===== config.mk =====
export PLATFORM = sky130hd
export DESIGN_NAME = uart_rx_seg_display
export DESIGN_NICKNAME = d
export VERILOG_FILES = /design/src/rtl/uart_rx_seg_display.sv
export SDC_FILE = /design/constraint.sdc
export NUM_CORES = 1
export LEC_CHECK = 0
export CAP_MARGIN = 20
export CORE_MARGIN = 3
export CORE_UTILIZATION = 51
export DETAILED_ROUTE_END_ITERATION = 7
export HOLD_SLACK_MARGIN = 0.12
export PLACE_DENSITY = 0.79
export SLEW_MARGIN = 20
export SYNTH_ARGS = -nofsm -noshare
export SYNTH_HDL_FRONTEND = slang
export SYNTH_SLANG_ARGS = --single-unit

===== constraint.sdc =====
create_clock -name clk -period 3.37 [get_ports clk]
set_clock_uncertainty 0.2 [all_clocks]
set_input_delay 0.674 -clock clk [delete_from_list [all_inputs] [get_ports clk]]
set_output_delay 0.674 -clock clk [all_outputs]
set_load 0.05 [all_outputs]

===== src/rtl/uart_rx_seg_display.sv =====
// uart_rx_seg_display: captures received UART bytes into a 4-digit hex history buffer
// (digit 0 = newest) and scans it onto a common-anode 4-digit 7-segment display.
// Errored bytes are dropped and raise an error indicator shown on digit 0's decimal point.
// Optional feature macro: RXDISP_ASCII_EN (decode ASCII hex characters instead of the raw
// low nibble; non-hex characters are ignored).
module uart_rx_seg_display #(
  parameter logic [15:0] SCAN_DIV = 16'd50000
) (
  input  logic        clk,
  input  logic        reset,
  input  logic [7:0]  Rx_DATA,
  input  logic        Rx_VALID,
  input  logic        Rx_FERROR,
  input  logic        Rx_PERROR,
  output logic [3:0]  an,
  output logic [6:0]  seg,
  output logic        dp,
  output logic [15:0] digits,
  output logic        new_byte
);

  localparam int unsigned NIB_W = 4;
  localparam int unsigned BUF_W = 16;
  localparam int unsigned CNT_W = 16;
  localparam int unsigned IDX_W = 2;

  logic               rx_valid_q, rx_valid_d;
  logic [BUF_W-1:0]   digits_q, digits_d;
  logic               err_q, err_d;
  logic               new_byte_q, new_byte_d;
  logic [CNT_W-1:0]   cnt_q, cnt_d;
  logic [IDX_W-1:0]   idx_q, idx_d;
  logic [3:0]         an_q, an_d;
  logic [6:0]         seg_q, seg_d;
  logic               dp_q, dp_d;

  logic               accept;
  logic               nib_ok;
  logic [NIB_W-1:0]   nib;
  logic [NIB_W-1:0]   cur_nib;

  // Active-low segment pattern {g,f,e,d,c,b,a} for a hex digit
  function automatic logic [6:0] hex_to_seg(input logic [3:0] v);
    case (v)
      4'h0:    hex_to_seg = 7'b1000000;
      4'h1:    hex_to_seg = 7'b1111001;
      4'h2:    hex_to_seg = 7'b0100100;
      4'h3:    hex_to_seg = 7'b0110000;
      4'h4:    hex_to_seg = 7'b0011001;
      4'h5:    hex_to_seg = 7'b0010010;
      4'h6:    hex_to_seg = 7'b0000010;
      4'h7:    hex_to_seg = 7'b1111000;
      4'h8:    hex_to_seg = 7'b0000000;
      4'h9:    hex_to_seg = 7'b0010000;
      4'hA:    hex_to_seg = 7'b0001000;
      4'hB:    hex_to_seg = 7'b0000011;
      4'hC:    hex_to_seg = 7'b1000110;
      4'hD:    hex_to_seg = 7'b0100001;
      4'hE:    hex_to_seg = 7'b0000110;
      default: hex_to_seg = 7'b0001110;
    endcase
  endfunction

  // Byte-to-nibble mapping; returns {valid, nibble}
  function automatic logic [4:0] byte_to_nib(input logic [7:0] b);
`ifdef RXDISP_ASCII_EN
    if (b >= 8'h30 && b <= 8'h39)
      byte_to_nib = {1'b1, b[3:0]};
    else if ((b >= 8'h41 && b <= 8'h46) || (b >= 8'h61 && b <= 8'h66))
      byte_to_nib = {1'b1, 4'(b[3:0] + 4'd9)};
    else
      byte_to_nib = 5'b0_0000;
`else
    byte_to_nib = {1'b1, b[3:0]};
`endif
  endfunction

  // Capture, scan sequencing and registered display outputs
  always_comb begin
    rx_valid_d = Rx_VALID;
    digits_d   = digits_q;
    err_d      = err_q;
    new_byte_d = 1'b0;
    cnt_d      = cnt_q;
    idx_d      = idx_q;
    accept     = Rx_VALID & ~rx_valid_q;
    {nib_ok, nib} = byte_to_nib(Rx_DATA);
    cur_nib    = digits_q[3:0];

    // Error flags win over the data; unrecognised bytes leave everything untouched
    if (accept) begin
      if (Rx_FERROR | Rx_PERROR) begin
        err_d = 1'b1;
      end else if (nib_ok) begin
        digits_d   = {digits_q[11:0], nib};
        err_d      = 1'b0;
        new_byte_d = 1'b1;
      end
    end

    if (cnt_q == SCAN_DIV - 16'd1) begin
      cnt_d = '0;
      idx_d = IDX_W'(idx_q + 2'd1);
    end else begin
      cnt_d = CNT_W'(cnt_q + 16'd1);
    end

    case (idx_q)
      2'd0:    cur_nib = digits_q[3:0];
      2'd1:    cur_nib = digits_q[7:4];
      2'd2:    cur_nib = digits_q[11:8];
      default: cur_nib = digits_q[15:12];
    endcase

    an_d  = ~(4'b0001 << idx_q);
    seg_d = hex_to_seg(cur_nib);
    dp_d  = ~((idx_q == 2'd0) & err_q);
  end

  // State registers with synchronous active-low reset
  always_ff @(posedge clk) begin
    if (!reset) begin
      rx_valid_q <= 1'b0;
      digits_q   <= '0;
      err_q      <= 1'b0;
      new_byte_q <= 1'b0;
      cnt_q      <= '0;
      idx_q      <= '0;
      an_q       <= 4'b1111;
      seg_q      <= 7'b1111111;
      dp_q       <= 1'b1;
    end else begin
      rx_valid_q <= rx_valid_d;
      digits_q   <= digits_d;
      err_q      <= err_d;
      new_byte_q <= new_byte_d;
      cnt_q      <= cnt_d;
      idx_q      <= idx_d;
      an_q       <= an_d;
      seg_q      <= seg_d;
      dp_q       <= dp_d;
    end
  end

  assign an       = an_q;
  assign seg      = seg_q;
  assign dp       = dp_q;
  assign digits   = digits_q;
  assign new_byte = new_byte_q;

endmodule


==> flow_metrics.py, run 1 <==
metrics = {
    "outcome": {
        "status": "completed",
    },
    "placement": {
        "io_buffer_count": 37,
        "post_dp_cell_area_sq_um": 2527,
        "place_congestion": 0.8053,
        "place_hpwl_microns": 3084,
    },
    "timing": {
        "fmax_mhz": 376.0,
        "tightest_slew_ps": 637.3,
        "hold-worst-slack_ps": 218.8,
        "min_period_over_period_pct": 78.92,
        "setup_tns_ps": 0,
        "grt_setup_unrepaired": "no",
        "finalHoldViolations": 0,
        "slew_headroom_pct": 57.40,
        "slew_viol_final": 0,
        "finalCriticalPeriod_ps": 2660,
        "setup_viol": 0,
    },
    "drt": {
        "vias": 1760,
        "first_iter_violations": 127,
        "routedWlPerCell_microns": 13.34,
        "dr.pass1.iters": 4,
        "vias_per_cell": 5.382,
        "ant_nets": 0,
        "wl_microns": 4361,
        "drc": 0,
    },
    "logic_synthesis": {
        "synth_most_common_cell": "dfxtp_1",
        "synthArstFlopShare_pct": 0,
        "synth_top_area_cell": "dfxtp_1",
        "syn-num-nets": 264,
        "ys_ff_latch": 49,
        "syn_area_per_cell_sq_um": 8.826,
        "yosys-top-cells-count": "49 x dfxtp_1, 41 x nand2_1, 24 x nor2_1",
        "synth-edff-count": 0,
        "ys_warn_count": 0,
        "ys_seq_area_share_pct": 46.50,
        "synth_cell_type_count": 36,
        "netlist_area_sq_um": 2110,
        "synth-main-ff-cell": "dfxtp_1",
        "yosysTopAreaCellShare_pct": 46.50,
        "postSynthCellCount": 239,
        "synth_area_leaders": "dfxtp_1 47%, nand2_1 7.3%, ha_1 7.1%, xnor2_1 6.2%, a21oi_1 4.3%",
    },
    "clocking": {
        "insertion_delay_ps": 300,
        "cts.sinks": 49,
        "clk_pin_slew_ps": 90,
        "cts_resized": 0,
        "cts_root_buf": "clkbuf_8",
        "cts_inserted_buffers": 5,
        "cts_hold_buf": 0,
        "cts_tree": "built",
        "postCtsSetupBuffers": 0,
        "h-tree-depth": 2,
        "clk_path_buf_depth": 2,
    },
    "worst_setup_path": {
        "cp_data_required_time_ps": 3360,
        "cp-end-kind": "flop",
        "path_max_fanout": 6,
        "r2r_setup_slack_ps": 710,
        "crit_path_start_kind": "flop",
        "cp_data_arrival_time_ps": 2650,
        "path_class": "flop to flop",
    },
    "floorplanning": {
        "die_height_microns": 70.32,
        "die_x_microns": 70.32,
        "row_count": 22,
        "ios": 42,
        "design.die.area_sq_um": 4944,
        "fp.coreArea_sq_um": 3826,
        "initial_utilization_pct": 55.13,
    },
    "cells_and_area": {
        "diodes": 0,
        "fin_area_sq_um": 2618,
        "area.growth.synth_to_final_pct": 24.08,
        "drive_gt1_share_pct": 6.093,
        "fin_nets": 303,
    },
    "power": {
        "cellPowerDensity_nw_per_um2": 402.4,
        "ir_worst_vdd_mv": 0.2427,
        "finalPower_mw": 1.053,
        "leakage_nw": 0.9230,
    },
    "global_routing": {
        "antenna_found_initial": 0,
        "grtUsageTotal_pct": 19.17,
        "grt_pass1_vias": 1767,
        "grt_pass1_wl_microns": 7879,
        "overflow": 0,
        "grt_max_degree": 22,
    },
    "job": {
        "drv_cap": 0,
    },
    "worst_hold_path": {
        "hold_class": "flop to flop",
    },
}
critical path, stage by stage (launching register included):
cell and delay, ps:
dfxtp_1 390, inv_1 110, ha_1 300, a222oi_1 390
mux2_2 280, inv_1 100, ha_1 220, inv_1 50
a211o_2 100, o21ai_0 90, a221o_1 310
placed cells by master, fill, tap and decap left out, types with 2 or more instances in the layout:
master	instances
nor4_1	6
clkinv_1	2
mux2_2	4
xnor2_1	15
nand2_1	41
a222oi_1	4
nand3_1	8
clkbuf_8	5
buf_4	2
a31oi_1	3
dfxtp_1	49
ha_1	12
and3_1	2
nand4_1	3
a21oi_1	18
o21ai_0	4
nor4bb_1	2
inv_1	13
mux2i_1	2
nor3_1	5
clkdlybuf4s50_1	37
nor2_1	24
path summary, 6_finish.rpt:
path              startpoint  cells past startpoint  endpoint
setup / recovery    idx_q[0]                     10    seg[5]
hold / removal         err_q                      1        dp
setup reg to reg    idx_q[0]                     10    seg[5]
hold reg to reg        err_q                      1        dp
area by class of cell:
cell class | instances | area (sq um)
Clock buffer | 5 | 68.82
Clock inverter | 3 | 21.27
Fill cell | 326 | 1209
Inverter | 15 | 56.30
Multi-Input combinational cell | 168 | 1045
Sequential cell | 49 | 980.9
Tap cell | 48 | 60.06
Timing Repair Buffer | 39 | 385.4
flip-flops by register name (all words and copies together) (netlist names):
| register | cells |
|---|---|
| new_byte | 1 |
| seg | 7 |
| digits | 16 |
| an | 4 |
| cnt_q | 16 |
| rx_valid_q | 1 |
| err_q | 1 |
| dp | 1 |
| idx_q | 2 |
report_power, final:
part | switching (mW) | total [mW] | leakage, nW | internal, mW
Combinational | 0.0646 | 0.103 | 0.479 | 0.0389
Sequential | 0.00754 | 0.600 | 0.399 | 0.592
Clock | 0.202 | 0.350 | 0.0445 | 0.148
Total | 0.275 | 1.05 | 0.923 | 0.779
layer usage:
layer | track usage [%] | vias to the layer above | share of wire [%]
li1 | - | 891 | -
met5 | 0 | - | 0
met4 | 5.532 | 0 | 0.87
met1 | 23.69 | 825 | 46
met3 | 4.317 | 4 | 4.4
met2 | 33.06 | 40 | 49
stage by stage:
| step | utilization, % | setup slack [ps] | instances |
|---|---|---|---|
| 6_report | 68.41 | 710.3 | 327 |
| 5_1_grt | 68.41 | 513.5 | 327 |
| 4_1_cts | 68.41 | 706.8 | 327 |
| 3_5_place_dp | 66.06 | 717.0 | 319 |
| 3_3_place_gp | 66.06 | 777.0 | 319 |
| 2_1_floorplan | - | 1030 | 239 |
logic make-up after synthesis:
logic type	share of synthesized area [%]
AO/OA/AOI/OAI	11.74
XOR/XNOR	6.643
adder cells (fa/ha/maj)	7.117
buffers and inverters	3.974
flip-flops	46.50
multiplexers	3.736
AND/OR/NAND/NOR	20.29
(Power assumes the default switching activity.)
==> run 2, diff against run 1 <==
Settings changed: CORE_UTILIZATION 51 to 46, PLACE_DENSITY 0.79 to 0.75.
Clock period 3.37 ns to 2.25 ns, I/O delays scaled along.
==> flow_metrics.py, run 2 (synthesis results as in run 1) <==
metrics = {
    "outcome": {
        "status": "completed",
    },
    "worst_hold_path": {
        "hold_class": "flop to flop",
    },
    "worst_setup_path": {
        "cp_data_required_time_ps": 2280,
        "cp-end-kind": "flop",
        "cp_data_arrival_time_ps": 2270,
        "path_class": "flop to flop",
        "crit_path_start_kind": "flop",
        "path_max_fanout": 7,
    },
    "drt": {
        "routedWlPerCell_microns": 12.99,
        "wl_microns": 4560,
        "ant_nets": 0,
        "first_iter_violations": 98,
        "drc": 0,
        "vias": 1839,
        "vias_per_cell": 5.239,
        "dr.pass1.iters": 4,
    },
    "power": {
        "ir_worst_vdd_mv": 0.3600,
        "pwr-share-clk_pct": 30.5,
        "seq_power_share_pct": 58.1,
        "cellPowerDensity_nw_per_um2": 533.3,
        "p_sw_share_pct": 24.65,
        "internal_power_mw": 1.161,
        "p_sw_mw": 0.3799,
        "leakage_nw": 1.044,
        "finalPower_mw": 1.541,
        "p_comb_share_pct": 11.4,
    },
    "floorplanning": {
        "fp.coreArea_sq_um": 4384,
        "die_height_microns": 73.72,
        "row_count": 24,
        "initial_utilization_pct": 48.12,
        "design.die.area_sq_um": 5435,
        "die_x_microns": 73.72,
        "ios": 42,
    },
    "placement": {
        "place_hpwl_microns": 3193,
        "place_congestion": 0.7958,
        "post-place-ws_ps": -128.4,
        "io_buffer_count": 37,
    },
    "cells_and_area": {
        "diodes": 0,
        "multi_input_area_sq_um": 1141,
        "seq_area_sq_um": 989.7,
        "area.growth.synth_to_final_pct": 37.01,
        "fin_nets": 325,
        "fillers": 343,
        "final_common_cell": "dfxtp_1",
        "drive_gt1_share_pct": 18.06,
        "mostFrequentLayoutCells": "46 x dfxtp_1, 41 x nand2_1, 37 x clkdlybuf4s50_1",
    },
    "global_routing": {
        "grt_pass1_wl_microns": 7638,
        "grt_max_degree": 18,
        "overflow": 0,
        "grtUsageTotal_pct": 17.92,
        "antenna_found_initial": 0,
        "grt_pass1_vias": 1692,
    },
    "clocking": {
        "h-tree-depth": 2,
        "cts.sinks": 49,
        "cts_inserted_buffers": 5,
        "clk_path_buf_depth": 2,
        "cts_root_buf": "clkbuf_8",
        "cts_tree": "built",
        "insertion_delay_ps": 300,
        "clk_pin_slew_ps": 80,
    },
    "timing": {
        "finalCriticalPeriod_ps": 2237,
        "slew_viol_final": 0,
        "grt_setup_unrepaired": "yes",
        "finalHoldViolations": 0,
        "setup_viol": 0,
        "tightest_slew_ps": 513.7,
        "setup_slack_ps": 13.46,
        "fmax_mhz": 447.1,
        "min_period_over_period_pct": 99.40,
        "slew_headroom_pct": 65.65,
    },
    "job": {
        "drv_cap": 0,
    },
}
run 2: repair_timing:
item                                    CTS  global route
setup buffers                             1             2
endpoints found under the setup margin    5             7
hold buffers                              0             0
pin swaps                                 3             9
resized for setup                        10            18
run 2: cell type report:
class / instances / area share (%)
inverter: 15 / 2.294
clock inverter: 1 / 0.1732
sequential: 49 / 34.24
multi-input combinational: 168 / 39.48
tap: 52 / 2.251
clock buffer: 5 / 2.381
timing repair buffer: 61 / 19.18
run 2: worst paths after layout:
| path | startpoint | end | slack (ps) | cells after the start |
|---|---|---|---|---|
| max | idx_q[0] | seg[4] | 10 | 8 |
| min | err_q | dp | 210 | 1 |
| max reg2reg | idx_q[0] | seg[4] | 10 | 8 |
| min reg2reg | err_q | dp | 210 | 1 |
run 2: worst max-delay path, stage by stage (launching register included):
cell and delay (ps):
dfxtp_4 390, inv_6 50, ha_4 160, buf_4 140
a222oi_1 320, buf_4 210, a21o_2 220, mux2_2 340
o21ai_0 130
run 2: stage by stage:
step           std cells  setup TNS, ps  utilization (%)  hold WS (ps)  area, sq um
2_1_floorplan        239         -3.169                -         167.6         2122
3_3_place_gp         342         -113.2            61.30         193.0         2688
3_5_place_dp         342         -208.5            61.30         178.9         2688
4_1_cts              349              0            63.93         208.1         2803
5_1_grt              351         -402.3            65.92         241.4         2890
6_report             351              0            65.92         210.0         2890
run 2: power by group through the flow:
stage	Sequential (mW)	Clock, mW	Combinational [mW]
after floorplan	0.966	0	0.0534
after global routing	0.898	0.513	0.189
after CTS	0.896	0.486	0.169
after detailed placement	0.918	0	0.167
final	0.896	0.470	0.176
after global placement	0.918	0	0.165
run 2: routing by layer:
metal / vias up / GRT usage [%] / routed length, microns / share of wire, %
li1: 943 / - / - / -
met1: 849 / 23.53 / 2096 / 46
met2: 45 / 28.74 / 2248 / 49
met3: 2 / 4.651 / 201 / 4.4
met4: 0 / 5.433 / 14 / 0.31
met5: - / 0 / 0 / 0
==> run 3, diff against run 2 <==
Settings changed: GPL_ROUTABILITY_DRIVEN set to 0.
==> results of run 3 <==
Final layout, timing and power as in run 2 (identical DEF).
